===== src/rtl/id_ex_hazard_stage.sv =====
// id_ex_hazard_stage
//    ID/EX pipeline register with load-use hazard detection for a 5-stage RV32I core.
//    The stage captures decoded operands, control and the ID-stage forwarding selects
//    for the EX operand muxes. When a load in EX targets a register read by the
//    instruction in ID, it holds PC and IF/ID for one cycle and places a bubble in EX.
//    A branch flush from EX and a memory-stall freeze are also handled here.
//
// Ports
//    clk, rst_n              core clock (rising edge), asynchronous active-low reset
//    ID_*                    decoded instruction presented by the ID stage
//    ForwardA_in/B_in        forwarding selects for rs1/rs2 (00 RF, 10 EX, 01 MEM)
//    EX_flush                taken branch/jump resolved in EX
//    MEM_stall               data memory busy; the whole front end freezes
//    PC_wr_en, IFID_wr_en    front-end advance enables
//    load_use_stall          bubble being inserted this cycle
//    EX_*                    registered copies presented to the EX stage
//
// Optional feature: define HAZARD_PERF_CNT_EN to add the perf_stall_cycles and
// perf_flush_count counter outputs.
//
// state  | meaning
// -------+-----------------------------------------------------------
// RUN    | normal flow; a load-use hazard may insert a bubble
// BUBBLE | bubble sits in EX; ID instruction is being re-presented
module id_ex_hazard_stage #(
   parameter int REG_DATA_WIDTH     = 32,
   parameter int REGFILE_ADDR_WIDTH = 5,
   parameter int CTRL_WIDTH         = 16
) (
   input  logic                          clk,
   input  logic                          rst_n,
   input  logic                          ID_valid,
   input  logic [REG_DATA_WIDTH-1:0]     ID_PC,
   input  logic [REGFILE_ADDR_WIDTH-1:0] ID_Rs1_addr,
   input  logic [REGFILE_ADDR_WIDTH-1:0] ID_Rs2_addr,
   input  logic [REGFILE_ADDR_WIDTH-1:0] ID_Rd_addr,
   input  logic                          ID_Rs1_used,
   input  logic                          ID_Rs2_used,
   input  logic [REG_DATA_WIDTH-1:0]     ID_Rs1_data,
   input  logic [REG_DATA_WIDTH-1:0]     ID_Rs2_data,
   input  logic [REG_DATA_WIDTH-1:0]     ID_Imm,
   input  logic [CTRL_WIDTH-1:0]         ID_ctrl,
   input  logic                          ID_RegFile_wr_en,
   input  logic                          ID_MemRd_en,
   input  logic [1:0]                    ForwardA_in,
   input  logic [1:0]                    ForwardB_in,
   input  logic                          EX_flush,
   input  logic                          MEM_stall,
   output logic                          PC_wr_en,
   output logic                          IFID_wr_en,
   output logic                          load_use_stall,
   output logic                          EX_valid,
   output logic [REG_DATA_WIDTH-1:0]     EX_PC,
   output logic [REG_DATA_WIDTH-1:0]     EX_Rs1_data,
   output logic [REG_DATA_WIDTH-1:0]     EX_Rs2_data,
   output logic [REG_DATA_WIDTH-1:0]     EX_Imm,
   output logic [REGFILE_ADDR_WIDTH-1:0] EX_Rd_addr,
   output logic [CTRL_WIDTH-1:0]         EX_ctrl,
   output logic                          EX_RegFile_wr_en,
   output logic                          EX_MemRd_en,
   output logic [1:0]                    EX_ForwardA,
   output logic [1:0]                    EX_ForwardB
`ifdef HAZARD_PERF_CNT_EN
   ,
   output logic [31:0]                   perf_stall_cycles,
   output logic [31:0]                   perf_flush_count
`endif
);

   typedef enum logic {
      ST_RUN    = 1'b0,
      ST_BUBBLE = 1'b1
   } state_t;

   state_t                          state_q, state_d;
   logic                            ex_valid_q, ex_valid_d;
   logic [REG_DATA_WIDTH-1:0]       ex_pc_q, ex_pc_d;
   logic [REG_DATA_WIDTH-1:0]       ex_rs1_data_q, ex_rs1_data_d;
   logic [REG_DATA_WIDTH-1:0]       ex_rs2_data_q, ex_rs2_data_d;
   logic [REG_DATA_WIDTH-1:0]       ex_imm_q, ex_imm_d;
   logic [REGFILE_ADDR_WIDTH-1:0]   ex_rd_addr_q, ex_rd_addr_d;
   logic [CTRL_WIDTH-1:0]           ex_ctrl_q, ex_ctrl_d;
   logic                            ex_wr_en_q, ex_wr_en_d;
   logic                            ex_mem_rd_q, ex_mem_rd_d;
   logic [1:0]                      ex_fwd_a_q, ex_fwd_a_d;
   logic [1:0]                      ex_fwd_b_q, ex_fwd_b_d;
   logic                            hazard;
   logic                            stall_bubble;

   // A bubble in EX (ex_valid_q=0) can never trigger a hazard, which is what
   // keeps the stall to a single cycle.
   always_comb begin
      hazard = ex_valid_q & ex_mem_rd_q & (ex_rd_addr_q != '0) & ID_valid &
               ((ID_Rs1_used & (ex_rd_addr_q == ID_Rs1_addr)) |
                (ID_Rs2_used & (ex_rd_addr_q == ID_Rs2_addr)));
      stall_bubble   = hazard & ~EX_flush;
      load_use_stall = stall_bubble;
      PC_wr_en       = ~(stall_bubble | MEM_stall) | EX_flush;
      IFID_wr_en     = ~(stall_bubble | MEM_stall) | EX_flush;
   end

   always_comb begin
      state_d       = state_q;
      ex_valid_d    = ex_valid_q;
      ex_pc_d       = ex_pc_q;
      ex_rs1_data_d = ex_rs1_data_q;
      ex_rs2_data_d = ex_rs2_data_q;
      ex_imm_d      = ex_imm_q;
      ex_rd_addr_d  = ex_rd_addr_q;
      ex_ctrl_d     = ex_ctrl_q;
      ex_wr_en_d    = ex_wr_en_q;
      ex_mem_rd_d   = ex_mem_rd_q;
      ex_fwd_a_d    = ex_fwd_a_q;
      ex_fwd_b_d    = ex_fwd_b_q;

      if (EX_flush) begin
         // flush wins over a memory freeze so the killed instruction cannot linger
         state_d     = ST_RUN;
         ex_valid_d  = 1'b0;
         ex_wr_en_d  = 1'b0;
         ex_mem_rd_d = 1'b0;
         ex_fwd_a_d  = 2'b00;
         ex_fwd_b_d  = 2'b00;
      end else if (MEM_stall) begin
         state_d = state_q;
      end else if (stall_bubble) begin
         // data fields keep their old contents; they are don't-care in a bubble
         state_d     = ST_BUBBLE;
         ex_valid_d  = 1'b0;
         ex_wr_en_d  = 1'b0;
         ex_mem_rd_d = 1'b0;
         ex_fwd_a_d  = 2'b00;
         ex_fwd_b_d  = 2'b00;
      end else begin
         state_d       = ST_RUN;
         ex_valid_d    = ID_valid;
         ex_pc_d       = ID_PC;
         ex_rs1_data_d = ID_Rs1_data;
         ex_rs2_data_d = ID_Rs2_data;
         ex_imm_d      = ID_Imm;
         ex_rd_addr_d  = ID_Rd_addr;
         ex_ctrl_d     = ID_ctrl;
         ex_wr_en_d    = ID_RegFile_wr_en & ID_valid;
         ex_mem_rd_d   = ID_MemRd_en & ID_valid;
         ex_fwd_a_d    = ForwardA_in;
         ex_fwd_b_d    = ForwardB_in;
      end
   end

   always_ff @(posedge clk or negedge rst_n) begin
      if (!rst_n) begin
         state_q       <= ST_RUN;
         ex_valid_q    <= 1'b0;
         ex_pc_q       <= '0;
         ex_rs1_data_q <= '0;
         ex_rs2_data_q <= '0;
         ex_imm_q      <= '0;
         ex_rd_addr_q  <= '0;
         ex_ctrl_q     <= '0;
         ex_wr_en_q    <= 1'b0;
         ex_mem_rd_q   <= 1'b0;
         ex_fwd_a_q    <= 2'b00;
         ex_fwd_b_q    <= 2'b00;
      end else begin
         state_q       <= state_d;
         ex_valid_q    <= ex_valid_d;
         ex_pc_q       <= ex_pc_d;
         ex_rs1_data_q <= ex_rs1_data_d;
         ex_rs2_data_q <= ex_rs2_data_d;
         ex_imm_q      <= ex_imm_d;
         ex_rd_addr_q  <= ex_rd_addr_d;
         ex_ctrl_q     <= ex_ctrl_d;
         ex_wr_en_q    <= ex_wr_en_d;
         ex_mem_rd_q   <= ex_mem_rd_d;
         ex_fwd_a_q    <= ex_fwd_a_d;
         ex_fwd_b_q    <= ex_fwd_b_d;
      end
   end

   assign EX_valid         = ex_valid_q;
   assign EX_PC            = ex_pc_q;
   assign EX_Rs1_data      = ex_rs1_data_q;
   assign EX_Rs2_data      = ex_rs2_data_q;
   assign EX_Imm           = ex_imm_q;
   assign EX_Rd_addr       = ex_rd_addr_q;
   assign EX_ctrl          = ex_ctrl_q;
   assign EX_RegFile_wr_en = ex_wr_en_q;
   assign EX_MemRd_en      = ex_mem_rd_q;
   assign EX_ForwardA      = ex_fwd_a_q;
   assign EX_ForwardB      = ex_fwd_b_q;

`ifdef HAZARD_PERF_CNT_EN
   logic [31:0] stall_cnt_q, stall_cnt_d;
   logic [31:0] flush_cnt_q, flush_cnt_d;

   // both counters wrap naturally at 2^32
   always_comb begin
      stall_cnt_d = stall_cnt_q + {31'd0, stall_bubble};
      flush_cnt_d = flush_cnt_q + {31'd0, EX_flush};
   end

   always_ff @(posedge clk or negedge rst_n) begin
      if (!rst_n) begin
         stall_cnt_q <= '0;
         flush_cnt_q <= '0;
      end else begin
         stall_cnt_q <= stall_cnt_d;
         flush_cnt_q <= flush_cnt_d;
      end
   end

   assign perf_stall_cycles = stall_cnt_q;
   assign perf_flush_count  = flush_cnt_q;
`endif

endmodule


===== config.mk =====
export PLATFORM = sky130hd
export DESIGN_NAME = id_ex_hazard_stage
export DESIGN_NICKNAME = d
export VERILOG_FILES = /design/src/rtl/id_ex_hazard_stage.sv
export SDC_FILE = /design/constraint.sdc
export NUM_CORES = 1
export LEC_CHECK = 0
export ABC_AREA = 1
export BUFFER_PORTS_ARGS = -buffer_cell sky130_fd_sc_hd__buf_2
export CAP_MARGIN = 20
export CORE_ASPECT_RATIO = 0.75
export CORE_MARGIN = 2
export CORE_UTILIZATION = 25
export CTS_CLUSTER_DIAMETER = 200
export DETAILED_ROUTE_END_ITERATION = 12
export HOLD_SLACK_MARGIN = 0.05
export PLACE_DENSITY = 0.59
export SETUP_SLACK_MARGIN = 0.05
export SLEW_MARGIN = 20
export SYNTH_ARGS = -nofsm -noshare
export SYNTH_HDL_FRONTEND = slang
export SYNTH_SLANG_ARGS = --single-unit

===== constraint.sdc =====
create_clock -name clk -period 3.8 [get_ports clk]
set_input_delay 0.57 -clock clk [delete_from_list [all_inputs] [get_ports clk]]
set_output_delay 0.57 -clock clk [all_outputs]
set_load 0.01 [all_outputs]

# Word-level counts from Yosys, hierarchy flattened
# Index checks and enable logic that the tools add are counted.
dict set report op_classes {
  eq_ne 3
  n_mux 15
  bitwise_logic 16
  reduce_logical 2
}
# cell count
set op_table {}
lappend op_table {{$mux W2} 6}
lappend op_table {{$eq A5 B5 Y1} 2}
lappend op_table {{$and A1 B1 Y1} 9}
lappend op_table {{$mux W1} 9}
lappend op_table {{$reduce_bool A5 Y1} 1}
lappend op_table {{$not A1 Y1} 4}
lappend op_table {{$or A1 B1 Y1} 3}
lappend op_table {{$reduce_and A3 Y1} 1}
lappend op_table {{$ne A2 B2 Y1 const B} 1}
dict set report totals {
  regBits 156
  input_bits 172
  output_inout_bits 159
  wordCells 47
}

# Longest topological paths before layout
# Gate-level depths: netlist of the first run.
dict set report depth {
  word_depth 8
  depth_mapped 12
  ltp_nobuf 10
}

# Least setup slack after synthesis of the first run
# OpenSTA, ideal clock, no wires.
dict set report synth_timing {
  kind {input -> output}
  start {input ID_Rs2_addr[0]}
  end {output PC_wr_en}
  arrival_ns 1.632
  required_ns 3.230
  slack_ns 1.598
  cell_stages 11
  cell_sequence {inv_1 -> nand2_1 -> nand2_1 -> nor2_1 -> nand3_1 -> nand2_1 -> nand2_1 -> buf_2 -> inv_1 -> nor2_1 -> buf_4}
}
dict set report synth_between {
  elab_chain_len 8
}
# element line_no
set synth_rtl {}
lappend synth_rtl {{from (decl)} 35} ;# input logic [REGFILE_ADDR_WIDTH-1:0] ID_Rs2_addr,
lappend synth_rtl {{$eq A5 B5 Y1} 95} ;# (ID_Rs2_used & (ex_rd_addr_q == ID_Rs2_addr)));
lappend synth_rtl {{$and A1 B1 Y1} 95}
lappend synth_rtl {{$or A1 B1 Y1} 94} ;# ((ID_Rs1_used & (ex_rd_addr_q == ID_Rs1_addr)) |
lappend synth_rtl {{$and A1 B1 Y1} 93} ;# hazard = ex_valid_q & ex_mem_rd_q & (ex_rd_addr_q != '0) & ID_valid &
lappend synth_rtl {{$and A1 B1 Y1} 96} ;# stall_bubble = hazard & ~EX_flush;
lappend synth_rtl {{named net load_use_stall} 51} ;# output logic load_use_stall,
lappend synth_rtl {{$or A1 B1 Y1} n/a}
lappend synth_rtl {{$not A1 Y1} n/a}
lappend synth_rtl {{$or A1 B1 Y1} n/a}
lappend synth_rtl {{to (decl)} 49} ;# output logic PC_wr_en,
# The timed path passes the listed nets, and every way through them passes these cells.

# Final worst setup path of the first run
dict set report layout_timing {
  start {register ex_rd_addr_q[0], in the netlist EX_Rd_addr[0]}
  end {output IFID_wr_en}
}
dict set report layout_between {
  elab_chain_len 8
  word_cells_on_any_way 13
  classes_between {eq/ne: 2; bitwise: 10; reduce/logical: 1}
}
# element line_no
set layout_rtl {}
lappend layout_rtl {{from (decl)} 81} ;# logic [REGFILE_ADDR_WIDTH-1:0] ex_rd_addr_q, ex_rd_addr_d;
lappend layout_rtl {{from (signal assigned)} 171} ;# ex_rd_addr_q <= ex_rd_addr_d;
lappend layout_rtl {{$eq A5 B5 Y1, or another cell as far along} 94}
lappend layout_rtl {{$and A1 B1 Y1, on equally long branches} {94, 93, 95}}
lappend layout_rtl {{$or A1 B1 Y1 or $and A1 B1 Y1 (tied branches)} {94, 93}}
lappend layout_rtl {{$and A1 B1 Y1 (*)} 93}
lappend layout_rtl {{$and A1 B1 Y1 (*)} 96}
lappend layout_rtl {{$or A1 B1 Y1 (*)} 99} ;# IFID_wr_en = ~(stall_bubble | MEM_stall) | EX_flush;
lappend layout_rtl {{$not A1 Y1 (*)} 99}
lappend layout_rtl {{$or A1 B1 Y1 (*)} 99}
lappend layout_rtl {{to (decl)} 50} ;# output logic IFID_wr_en,
# Mark *: on every way between the ends. The rest lies on a longest branch, timed or not.

==> run_results.csv, run 1 <==
group,metric,value,unit
run_status,outcome,"finished clean",
pwr,worst_ir_drop_vdd,0.000286,V
floorplan,std_cell_rows,50,
cts,clk_path_buf_depth,2,
global_route,overflow,0,
timing,setup-tns-final,0,ps
worst_setup_path,crit_top_cell,"nand2_1",
timing,post-route-min-period,2300,ps
worst_setup_path,cpPeakStageDelay,470,ps
timing,final_hold_viol_count,0,
pwr,power_frac_comb,16.8,%
worst_setup_path,crit_type,"register to output pin",
yosys,ys_seq_area_share,61.0,%
pwr,seqPwrFrac,44.6,%
yosys,synthTopCellsByArea,"dfrtp_1 (61%), nand2_1 (20%), nand3_1 (12%)",
cts,numClockSinks,156,
timing,maxSlewHeadroom,38.7,%
pwr,powerDensity,498,mW/mm^2
yosys,synth_top_area_share,61.0,%
yosys,synth_top_family_by_area,"simple AND/OR/NAND/NOR gates",
cts,clk_latency,430,ps
pwr,intPower,3.16,mW
place,portBuffers,330,
global_route,grt_max_degree,157,
run,maxCapViolCount,0,
floorplan,io_pins,331,
yosys,ys_types,14,
yosys,avgSynthCellArea,8.61,sq um
cts,numCtsBuffers,17,
detailed_routing,drc,0,
detailed_routing,drt_pass1_iterations,5,
global_route,grt_pass1_wl,30600,microns
pwr,switching_power,1.27,mW
global_route,antenna_found_initial,0,
detailed_routing,vias,6100,
yosys,synthSimpleGateAreaFrac,33.7,%
timing,fin_hold_ws,362,ps
detailed_routing,routed_wl,19300,microns
global_route,grt_usage,14.4,%
worst_setup_path,cp_slowest_cell,"dfrtp_1",
place,place_inst,1366,
timing,report.final.slew_viol_count,0,
cells_and_area,nFillCells,2604,
cells_and_area,finalNonFillerCells,1399,
floorplan,dieArea,0.0269,sq mm
detailed_routing,wire_per_inst,13.8,microns
worst_hold_path,hold_path_class,"input port to register",
worst_setup_path,path_cells,"nand2_1 > nand2_1 > nor2_1 > nand3_1 > nand2_1 > nand2_4 > inv_1 > nor2_1 > buf_2",
yosys,syn_inst,743,
yosys,synth.net_count,915,
place,hpwl,13100,microns
pwr,switching_share,28.6,%
cts,clock-root-buffer,"clkbuf_16",
yosys,ys_warn_count,0,
worst_setup_path,critPathRequiredTime,3230,ps
floorplan,core_area,0.0250,sq mm
floorplan,fp.dieH,143,microns
pwr,p_clk_share,38.6,%
yosys,synth_fa_ha_area_share,0,%
yosys,synth_xor_area_share,0,%
yosys,synth-compound-area-share,0,%
worst_setup_path,crit_fanout,7,
detailed_routing,first_iter_violations,286,
pwr,p_total,4.43,mW
yosys,ys_ff_latch,156,
timing,timing.fmax,0.434,GHz
cts,cts_setup_buffers,0,
detailed_routing,ant_nets,0,
worst_setup_path,start_kind,"register",
cells_and_area,drive_gt1_share,35.1,%
cells_and_area,nets,1220,
timing,finalSetupViolations,0,
floorplan,die_x,189,microns
place,gp_congestion,0.846,
worst_setup_path,cp.arrival,1730,ps
timing,finClkSkew,9.21,ps
pwr,leakagePower,5.19,nW
cells_and_area,syn_to_final_growth,39.1,%
cts,clk_pin_slew,70,ps
cts,h-tree-depth,4,
worst_setup_path,crit_path_end_kind,"output pin",
floorplan,initial_utilization,25.6,%
yosys,synth_mux_area_share,0,%
yosys,syn_area,0.00640,sq mm
yosys,synth_area_leader_cell,"dfrtp_1",
global_route,grt_pass1_vias,5827,
timing,rsz0062_at_grt,"no",
timing,worst_pin_slew,919,ps
timing,period_share,60.6,%
cells_and_area,n_antenna_cell,0,
detailed_routing,routed_via_density,4.36,
cts,cts_tree,"done",
==> power by group through the flow <==
stage	clock, mW	sequential, mW	combinational (mW)
after CTS	1.78	1.98	0.760
after global placement	0	2.00	0.752
after detailed placement	0	2.00	0.762
final	1.71	1.98	0.745
after floorplan	0	2.10	0.248
after global routing	1.85	2.00	0.837
==> cell type report <==
class	instances	area, sq um	share of cell area [%]
well taps	338	423	4.75
clock buffers	20	447	5.02
flip-flops and latches	156	3900	43.8
inverters	18	67.6	0.759
multi-input cells	518	2170	24.4
repair buffers	337	1750	19.7
clock inverters	12	138	1.55
==> worst paths after layout <==
kind,startpoint,to,slack [ps],cells past startpoint
max in group asynchronous,rst_n,EX_PC[9]$_DFFE_PN0P_,2310,3
min,ForwardA_in[0],EX_ForwardA[0]$_DFFE_PN0P_,360,3
min in group asynchronous,rst_n,EX_PC[19]$_DFFE_PN0P_,610,2
min reg2reg,EX_PC[3]$_DFFE_PN0P_,EX_PC[3]$_DFFE_PN0P_,470,2
max,EX_Rd_addr[0]$_DFFE_PN0P_,IFID_wr_en,1500,9
max reg2reg,EX_Rd_addr[0]$_DFFE_PN0P_,EX_Rs2_data[2]$_DFFE_PN0P_,1530,10
==> stage by stage <==
stage | utilization, % | cell area (sq um) | setup WS [ps]
after detailed placement | 33.2 | 8310 | 1380
after global routing | 35.6 | 8900 | 1300
after floorplan | - | 6400 | 1600
final | 35.6 | 8900 | 1500
after CTS | 35.6 | 8900 | 1480
after global placement | 33.2 | 8310 | 1420
==> Yosys cell counts <==
cell / instances
inv_1: 15
nand2_1: 344
inv_2: 3
clkbuf_1: 15
nand3_1: 156
nand3b_1: 2
buf_1: 4
nor2_1: 13
buf_4: 12
nand2_2: 1
buf_2: 18
nand4_1: 2
buf_6: 2
dfrtp_1: 156
==> worst max-delay path: cells and delay by family, from the launching register on <==
kind / cells / cell delay [ps]
AND/OR/NAND/NOR: 7 / 580
flip-flops: 1 / 470
buffers and inverters: 2 / 250
==> cells in the final DEF, fill, tap and decap left out <==
cell           Yosys  layout
dfrtp_1          156     156
nand2_4            0       2
clkbuf_16          0      17
nand3_1          156     156
nor2_1            13      12
clkinvlp_4         0       5
inv_2              3       3
nand3b_1           2       2
buf_2             18     329
buf_12             0       3
buf_6              2       1
clkinv_2           0       1
bufinv_16          0       2
inv_6              0       4
clkbuf_1          15       2
nor2_4             0       1
buf_4             12       3
inv_1             15      15
nand2_1          344     343
dlygate4sd3_1      0       1
nand4_1            2       2
clkbuf_8           0       1
==> timing repair <==
item	CTS	global route
hold buffers	1	0
endpoints found under the hold margin	36	0
gates resized for setup	0	0
endpoints found under the setup margin	0	0
==> kinds of logic (layout without fill, tap and decap cells) <==
kind of cell	after synthesis	after routing
buffers and inverters	69	387
DFF	156	156
and+or+nand+nor	518	518
==> sequential cells by signal, summed over array words and instances, names as in the netlist <==
| signal | count |
|---|---|
| EX_MemRd_en | 1 |
| EX_ctrl | 16 |
| EX_Rs1_data | 32 |
| EX_ForwardA | 2 |
| EX_Rd_addr | 5 |
| EX_valid | 1 |
| EX_RegFile_wr_en | 1 |
| EX_Imm | 32 |
| EX_Rs2_data | 32 |
| EX_PC | 32 |
| EX_ForwardB | 2 |
==> routing by layer <==
metal | up-vias | routed length [microns] | GRT usage [%]
met2 | 259 | 8450 | 21.6
li1 | 2971 | - | -
met5 | - | 0 | 0
met1 | 2851 | 8680 | 18.7
met3 | 19 | 1870 | 5.72
met4 | 0 | 295 | 5.02
Power figures use the tool's default switching activity.
==> inputs of run 2 (changes only) <==
--- a/config.mk
+++ b/config.mk
@@ -5,7 +5,7 @@
 export SDC_FILE = /design/constraint.sdc
 export NUM_CORES = 1
 export LEC_CHECK = 0
-export ABC_AREA = 1
+export ABC_AREA = 0
 export BUFFER_PORTS_ARGS = -buffer_cell sky130_fd_sc_hd__buf_2
 export CAP_MARGIN = 20
 export CORE_ASPECT_RATIO = 0.75
@@ -14,7 +14,7 @@
 export CTS_CLUSTER_DIAMETER = 200
 export DETAILED_ROUTE_END_ITERATION = 12
 export HOLD_SLACK_MARGIN = 0.05
-export PLACE_DENSITY = 0.59
+export PLACE_DENSITY = 0.61
 export SETUP_SLACK_MARGIN = 0.05
 export SLEW_MARGIN = 20
 export SYNTH_ARGS = -nofsm -noshare
==> constraint.sdc (replaced) <==
create_clock -name clk -period 2.1 [get_ports clk]
set_input_delay 0.315 -clock clk [delete_from_list [all_inputs] [get_ports clk]]
set_output_delay 0.315 -clock clk [all_outputs]
set_load 0.01 [all_outputs]
==> run_results.csv, run 2 <==
group,metric,value,unit
cts,numClockSinks,156,
yosys,avgSynthCellArea,17.6,sq um
floorplan,std_cell_rows,50,
floorplan,io_pins,331,
yosys,ys_warn_count,0,
global_route,antenna_found_initial,2,
worst_setup_path,crit_type,"register to register",
timing,period_share,102,%
worst_setup_path,crit_path_end_kind,"register",
place,gp_congestion,0.830,
detailed_routing,vias,4455,
yosys,synth_top_area_share,61.9,%
yosys,syn_inst,359,
cells_and_area,nFillCells,2432,
timing,report.final.slew_viol_count,0,
yosys,synth_top_flop_cell,"dfrtp_1",
timing,finClkSkew,10.4,ps
worst_hold_path,hold_path_class,"input port to register",
pwr,worst_ir_drop_vdd,0.000551,V
floorplan,core_area,0.0249,sq mm
global_route,grt_pass1_vias,4713,
global_route,grt_usage,12.4,%
cells_and_area,finalNonFillerCells,1092,
place,portBuffers,330,
timing,timing.fmax,0.467,GHz
yosys,synth-edff-count,0,
detailed_routing,routed_via_density,4.08,
worst_setup_path,cp.arrival,2440,ps
pwr,powerDensity,903,mW/mm^2
yosys,syn_area,0.00631,sq mm
detailed_routing,first_iter_violations,112,
yosys,ys_types,20,
cts,clock-root-buffer,"clkbuf_16",
place,post-place-ws,133,ps
cells_and_area,layout_common_cells,"buf_2 (329), dfrtp_1 (153), mux2_4 (120), mux2_2 (29), clkbuf_16 (27)",
yosys,ys_seq_area_share,61.9,%
place,hpwl,12100,microns
worst_setup_path,start_kind,"register",
global_route,grt_pass1_wl,25600,microns
run,maxCapViolCount,0,
detailed_routing,drc,0,
cts,numCtsBuffers,17,
cts,clk_pin_slew,70,ps
place,place_inst,1030,
yosys,synthArstFlopShare,100,%
run_status,outcome,"finished, violations left",
worst_setup_path,critPathRequiredTime,2400,ps
yosys,synth_area_leader_cell,"dfrtp_1",
timing,setup-tns-final,-1090,ps
cts,h-tree-depth,4,
timing,fin_ws,-41.0,ps
detailed_routing,ant_nets,0,
cells_and_area,drive_gt1_share,75.8,%
yosys,synth_most_common_cell,"dfrtp_1",
yosys,synthTopCellsByArea,"dfrtp_1 (62%), mux2_4 (18%), mux2_2 (13%)",
worst_setup_path,crit_fanout,7,
yosys,netlist_top_cells_count,"dfrtp_1 (156), mux2_4 (77), mux2_2 (72)",
cts,clk_latency,420,ps
cells_and_area,syn_to_final_growth,54.7,%
timing,post-route-min-period,2140,ps
detailed_routing,wire_per_inst,16.7,microns
timing,finalSetupViolations,63,
floorplan,fp.dieH,142,microns
detailed_routing,drt_pass1_iterations,4,
cells_and_area,final_common_cell,"buf_2",
floorplan,die_x,187,microns
run_status,violations,"setup timing",
timing,worst_pin_slew,630,ps
global_route,grt_max_degree,62,
yosys,synth.net_count,531,
detailed_routing,routed_wl,18200,microns
floorplan,initial_utilization,25.3,%
yosys,ys_ff_latch,156,
floorplan,dieArea,0.0265,sq mm
cells_and_area,nets,913,
cts,cts_tree,"done",
cts,clk_path_buf_depth,2,
timing,rsz0062_at_grt,"yes",
timing,final_hold_viol_count,0,
global_route,overflow,0,
timing,maxSlewHeadroom,58.0,%
pwr,leakagePower,4.92,nW
## run 2: changes by cell type after synthesis, sizes merged, moves of 6 or more
cell / previous run / this run
a32o: 0 / 6
buf: 36 / 18
clkbuf: 15 / 0
inv: 18 / 3
mux2: 0 / 149
nand2: 345 / 4
nand3: 156 / 1
nor2: 13 / 3
xnor2: 0 / 10
## run 2: per-stage QoR
step | utilization (%) | hold slack (ps) | total power, mW | cell area (sq um)
final | 39.2 | 122 | 8.81 | 9760
after global routing | 39.2 | 84.3 | 9.23 | 9760
after CTS | 36.8 | 90.2 | 8.74 | 9160
after detailed placement | 34.0 | 358 | 5.45 | 8470
after global placement | 34.0 | 358 | 5.42 | 8470
after floorplan | - | 19.4 | 4.61 | 6310
## run 2: report_power, final
part | internal (mW) | switching, mW
clock | 1.96 | 1.25
sequential | 3.44 | 0.253
combinational | 1.12 | 0.793
## run 2: repair_timing
action	CTS	global route
endpoints found under the hold margin	51	0
buffers inserted	7	9
gates cloned	0	13
setup endpoints to repair	3	115
pin swaps	7	5
hold buffers	1	0
resized for setup	4	65
## run 2: path summary, 6_finish.rpt
| kind | startpoint | to | slack, ps | cells after the start |
|---|---|---|---|---|
| hold reg to reg | EX_Rs1_data[9]$_DFFE_PN0P_ | EX_Rs1_data[9]$_DFFE_PN0P_ | 500 | 1 |
| setup reg to reg | EX_Rd_addr[4]$_DFFE_PN0P_ | EX_Rs1_data[10]$_DFFE_PN0P_ | -40 | 9 |
| min in group asynchronous | rst_n | EX_Rs2_data[16]$_DFFE_PN0P_ | 470 | 2 |
| max in group asynchronous | rst_n | EX_Imm[29]$_DFFE_PN0P_ | 1010 | 3 |
| hold / removal | ID_Rs2_data[10] | EX_Rs2_data[10]$_DFFE_PN0P_ | 120 | 2 |
| setup / recovery | EX_Rd_addr[4]$_DFFE_PN0P_ | EX_Rs1_data[10]$_DFFE_PN0P_ | -40 | 9 |
## run 2: kinds of logic (layout without fill, tap and decap cells)
logic type,after synthesis,after routing,synth area share [%]
flip-flops,156,156,61.9
multiplexers,149,149,31.2
buffers and inverters,21,415,3.11
AND/OR/NAND/NOR,13,13,0.971
AO/OA/AOI/OAI,10,10,1.49
XOR/XNOR,10,10,1.39
other,0,1,0
## run 2: worst max-delay path: stages (launching register included)
cell       delay, ps
dfrtp_2          450
xnor2_2          140
nand4_1          110
o22ai_2          110
buf_4            150
a21boi_4         290
buf_6            160
buf_12           140
clkbuf_16        160
mux2_4           290
## run 2: area by class of cell
class	instances	area (sq um)	area share [%]
Timing Repair Buffer	381	2390	24.5
Multi-Input combinational cell	182	2410	24.7
Clock inverter	10	140	1.44
Inverter	3	11.3	0.115
Antenna cell	1	2.50	0.0256
Sequential cell	156	3910	40.0
Tap cell	338	423	4.33
Clock buffer	21	470	4.82
## run 2: layer usage
| layer | up-vias | track usage [%] | part of all wire [%] |
|---|---|---|---|
| met5 | - | 0 | 0.071 |
| met4 | 2 | 4.10 | 1.0 |
| met3 | 13 | 5.24 | 8.1 |
| met2 | 198 | 19.7 | 48 |
| met1 | 2207 | 15.1 | 43 |
| li1 | 2035 | - | - |
==> inputs of run 3 (changes only) <==
--- a/config.mk
+++ b/config.mk
@@ -6,15 +6,15 @@
 export NUM_CORES = 1
 export LEC_CHECK = 0
 export ABC_AREA = 0
-export BUFFER_PORTS_ARGS = -buffer_cell sky130_fd_sc_hd__buf_2
 export CAP_MARGIN = 20
 export CORE_ASPECT_RATIO = 0.75
 export CORE_MARGIN = 2
 export CORE_UTILIZATION = 25
 export CTS_CLUSTER_DIAMETER = 200
 export DETAILED_ROUTE_END_ITERATION = 12
+export DONT_BUFFER_PORTS = 1
 export HOLD_SLACK_MARGIN = 0.05
-export PLACE_DENSITY = 0.61
+export PLACE_DENSITY = 0.5
 export SETUP_SLACK_MARGIN = 0.05
 export SLEW_MARGIN = 20
 export SYNTH_ARGS = -nofsm -noshare
==> run_results.csv, run 3 <==
group,metric,value,unit
yosys,synth-compound-area-share,1.49,%
cts,cts_resized,11,
cts,h-tree-depth,4,
run_status,outcome,"aborted with a tool error",
yosys,ys_types,20,
yosys,synthArstFlopShare,100,%
floorplan,fp.dieH,142,microns
yosys,netlist_top_cells_count,"dfrtp_1 (156), mux2_4 (77), mux2_2 (72)",
yosys,avgSynthCellArea,17.6,sq um
yosys,ys_seq_area_share,61.9,%
yosys,synth_area_leader_cell,"dfrtp_1",
yosys,synth_top_flop_cell,"dfrtp_1",
yosys,synth_top_family_by_area,"multiplexers",
run_status,stop_stage,"clock tree synthesis",
yosys,synth.net_count,531,
yosys,syn_inst,359,
cts,numClockSinks,156,
cts,numCtsBuffers,17,
place,placedInstanceArea,0.00672,sq mm
yosys,syn_area,0.00631,sq mm
floorplan,die_x,187,microns
place,portBuffers,0,
yosys,synth_mux_area_share,31.2,%
yosys,synth_most_common_cell,"dfrtp_1",
yosys,synthSimpleGateAreaFrac,0.972,%
yosys,synth_top_area_share,61.9,%
cts,clock-root-buffer,"clkbuf_16",
run_status,error,"[ERROR RSZ-0060] Max buffer count reached.",
floorplan,initial_utilization,25.3,%
yosys,synth_xor_area_share,1.39,%
place,place_inst,692,
yosys,synthTopCellsByArea,"dfrtp_1 (62%), mux2_4 (18%), mux2_2 (13%)",
yosys,synth_fa_ha_area_share,0,%
place,gp_congestion,0.835,
cts,clk_path_buf_depth,2,
cts,ctsHoldBuffers,146,
floorplan,io_pins,331,
yosys,ys_ff_latch,156,
yosys,synth-edff-count,0,
yosys,ys_warn_count,0,
cts,cts_setup_buffers,3,
place,hpwl,10400,microns
floorplan,std_cell_rows,50,
==> run 3: cells by family after synthesis <==
group           Yosys count
mux                     149
buf+inv                  21
compound gates           10
xor+xnor                 10
simple gates             13
flops                   156
==> run 3: stage by stage <==
step | hold slack [ps] | setup slack, ps
after floorplan | 19.4 | 283
after global placement | 22.8 | 46.6
after detailed placement | 22.7 | 5.30
==> inputs of run 4 (changes only) <==
--- a/config.mk
+++ b/config.mk
@@ -7,15 +7,11 @@
 export LEC_CHECK = 0
 export ABC_AREA = 0
 export CAP_MARGIN = 20
-export CORE_ASPECT_RATIO = 0.75
 export CORE_MARGIN = 2
-export CORE_UTILIZATION = 25
-export CTS_CLUSTER_DIAMETER = 200
+export CORE_UTILIZATION = 20
 export DETAILED_ROUTE_END_ITERATION = 12
 export DONT_BUFFER_PORTS = 1
-export HOLD_SLACK_MARGIN = 0.05
-export PLACE_DENSITY = 0.5
-export SETUP_SLACK_MARGIN = 0.05
+export PLACE_DENSITY_LB_ADDON = 0.15
 export SLEW_MARGIN = 20
 export SYNTH_ARGS = -nofsm -noshare
 export SYNTH_HDL_FRONTEND = slang
==> constraint.sdc (replaced) <==
create_clock -name clk -period 2.7 [get_ports clk]
set_input_delay 0.405 -clock clk [delete_from_list [all_inputs] [get_ports clk]]
set_output_delay 0.405 -clock clk [all_outputs]
set_load 0.01 [all_outputs]
==> run_results.csv, run 4 (synthesis gave the netlist of run 2 again) <==
group,metric,value,unit
timing,fin_hold_ws,-330,ps
worst_setup_path,crit_type,"register to output pin",
timing,setup-tns-final,0,ps
cts,clk_path_buf_depth,2,
global_route,grt_max_degree,157,
pwr,worst_ir_drop_vdd,0.000421,V
detailed_routing,vias,3024,
timing,report.final.slew_viol_count,0,
cells_and_area,layout_common_cells,"dfrtp_1 (156), mux2_4 (77), mux2_2 (72), clkbuf_16 (17), xnor2_1 (10)",
run,maxCapViolCount,0,
timing,post-route-min-period,2430,ps
pwr,powerDensity,820,mW/mm^2
pwr,leakagePower,3.06,nW
worst_setup_path,crit_fanout,4,
cells_and_area,nFillCells,3202,
timing,period_share,90.2,%
floorplan,die_x,182,microns
worst_setup_path,critPathRequiredTime,2300,ps
detailed_routing,routed_wl,14900,microns
worst_setup_path,cp.arrival,2030,ps
place,gp_congestion,0.729,
worst_setup_path,reg2reg_from,"EX_Rd_addr[4]$_DFFE_PN0P_",
global_route,overflow,0,
detailed_routing,drt_pass1_iterations,4,
detailed_routing,routed_via_density,3.88,
cells_and_area,drive_gt1_share,48.9,%
timing,finalSetupViolations,0,
cts,numCtsBuffers,17,
cts,numClockSinks,156,
timing,fin_ws,266,ps
floorplan,dieArea,0.0330,sq mm
cts,clock-root-buffer,"clkbuf_16",
floorplan,io_pins,331,
worst_setup_path,r2r_slack,570,ps
place,hpwl,10300,microns
timing,maxSlewHeadroom,64.2,%
detailed_routing,wire_per_inst,19.0,microns
worst_setup_path,crit_path_end_kind,"output pin",
cells_and_area,syn_to_final_growth,15.1,%
cells_and_area,final_common_cell,"dfrtp_1",
global_route,grt_pass1_wl,22400,microns
cells_and_area,nets,537,
worst_setup_path,timing.rr.end,"EX_PC[21]$_DFFE_PN0P_",
place,portBuffers,0,
detailed_routing,first_iter_violations,99,
detailed_routing,ant_nets,0,
worst_setup_path,rr_worst_depth,6,
cts,clk_latency,430,ps
run_status,violations,"hold timing",
floorplan,initial_utilization,20.2,%
timing,rsz0062_at_grt,"no",
cts,clk_pin_slew,70,ps
cells_and_area,n_antenna_cell,0,
timing,timing.fmax,0.411,GHz
cts,h-tree-depth,4,
global_route,grt_usage,9.13,%
floorplan,core_area,0.0313,sq mm
timing,worst_pin_slew,536,ps
place,post-place-ws,563,ps
global_route,antenna_found_initial,2,
worst_hold_path,hold_path_class,"input port to async pin",
floorplan,fp.dieH,182,microns
worst_setup_path,start_kind,"register",
timing,final_hold_viol_count,156,
global_route,grt_pass1_vias,3518,
cts,cts_tree,"done",
timing,finClkSkew,12.7,ps
cts,cts_resized,0,
detailed_routing,drc,0,
cts,cts_setup_buffers,0,
floorplan,std_cell_rows,65,
run_status,outcome,"finished, violations left",
## run 4: power breakdown
part / switching, mW / internal, mW / total, mW
clock network: 0.982 / 1.29 / 2.27
registers: 0.443 / 2.68 / 3.12
logic: 0.162 / 0.408 / 0.570
total: 1.59 / 4.37 / 5.96
## run 4: cell type report
class	instances	area [sq um]	share of cell area, %
Tap cell	402	503	6.93
Timing Repair Buffer	5	75.1	1.03
Multi-Input combinational cell	182	2220	30.6
Clock buffer	21	450	6.20
Inverter	3	11.3	0.155
Sequential cell	156	3900	53.8
Clock inverter	11	96.3	1.33
## run 4: stage by stage
stage | power, mW | utilization, % | cells | hold WS [ps] | instance area [sq um]
after global routing | 6.26 | 23.2 | 780 | -372 | 7260
after CTS | 6.09 | 23.2 | 780 | -375 | 7260
final | 5.96 | 23.2 | 780 | -330 | 7260
after global placement | 3.74 | 21.4 | 748 | 113 | 6710
after floorplan | 3.58 | - | 359 | 109 | 6310
after detailed placement | 3.74 | 21.4 | 748 | 112 | 6710
## run 4: per-layer routing
metal  global-route usage, %  wire length (microns)
met5                       0                     30
met4                    3.93                    254
met3                    4.83                   1540
met2                    15.1                   7450
met1                    9.71                   5580
## run 4: worst max-delay path, stage by stage, from the launching register on
cell and delay (ps):
dfrtp_1 420, nor2b_1 220, nand3_1 160, a21oi_1 300, nand2_1 170, inv_1 180, nor2_1 140
## run 4: worst max path at each step
stage,start,to,slack [ps],cells past startpoint
2_1_floorplan,EX_Rd_addr[1]$_DFFE_PN0P_,EX_Imm[15]$_DFFE_PN0P_,880,8
3_3_place_gp,EX_Rd_addr[3]$_DFFE_PN0P_,EX_Imm[14]$_DFFE_PN0P_,610,6
3_5_place_dp,EX_Rd_addr[4]$_DFFE_PN0P_,EX_PC[21]$_DFFE_PN0P_,560,6
4_1_cts,EX_Rd_addr[4]$_DFFE_PN0P_,PC_wr_en,220,6
5_1_grt,EX_MemRd_en$_DFFE_PN0P_,PC_wr_en,90,6
6_report,EX_MemRd_en$_DFFE_PN0P_,PC_wr_en,270,6
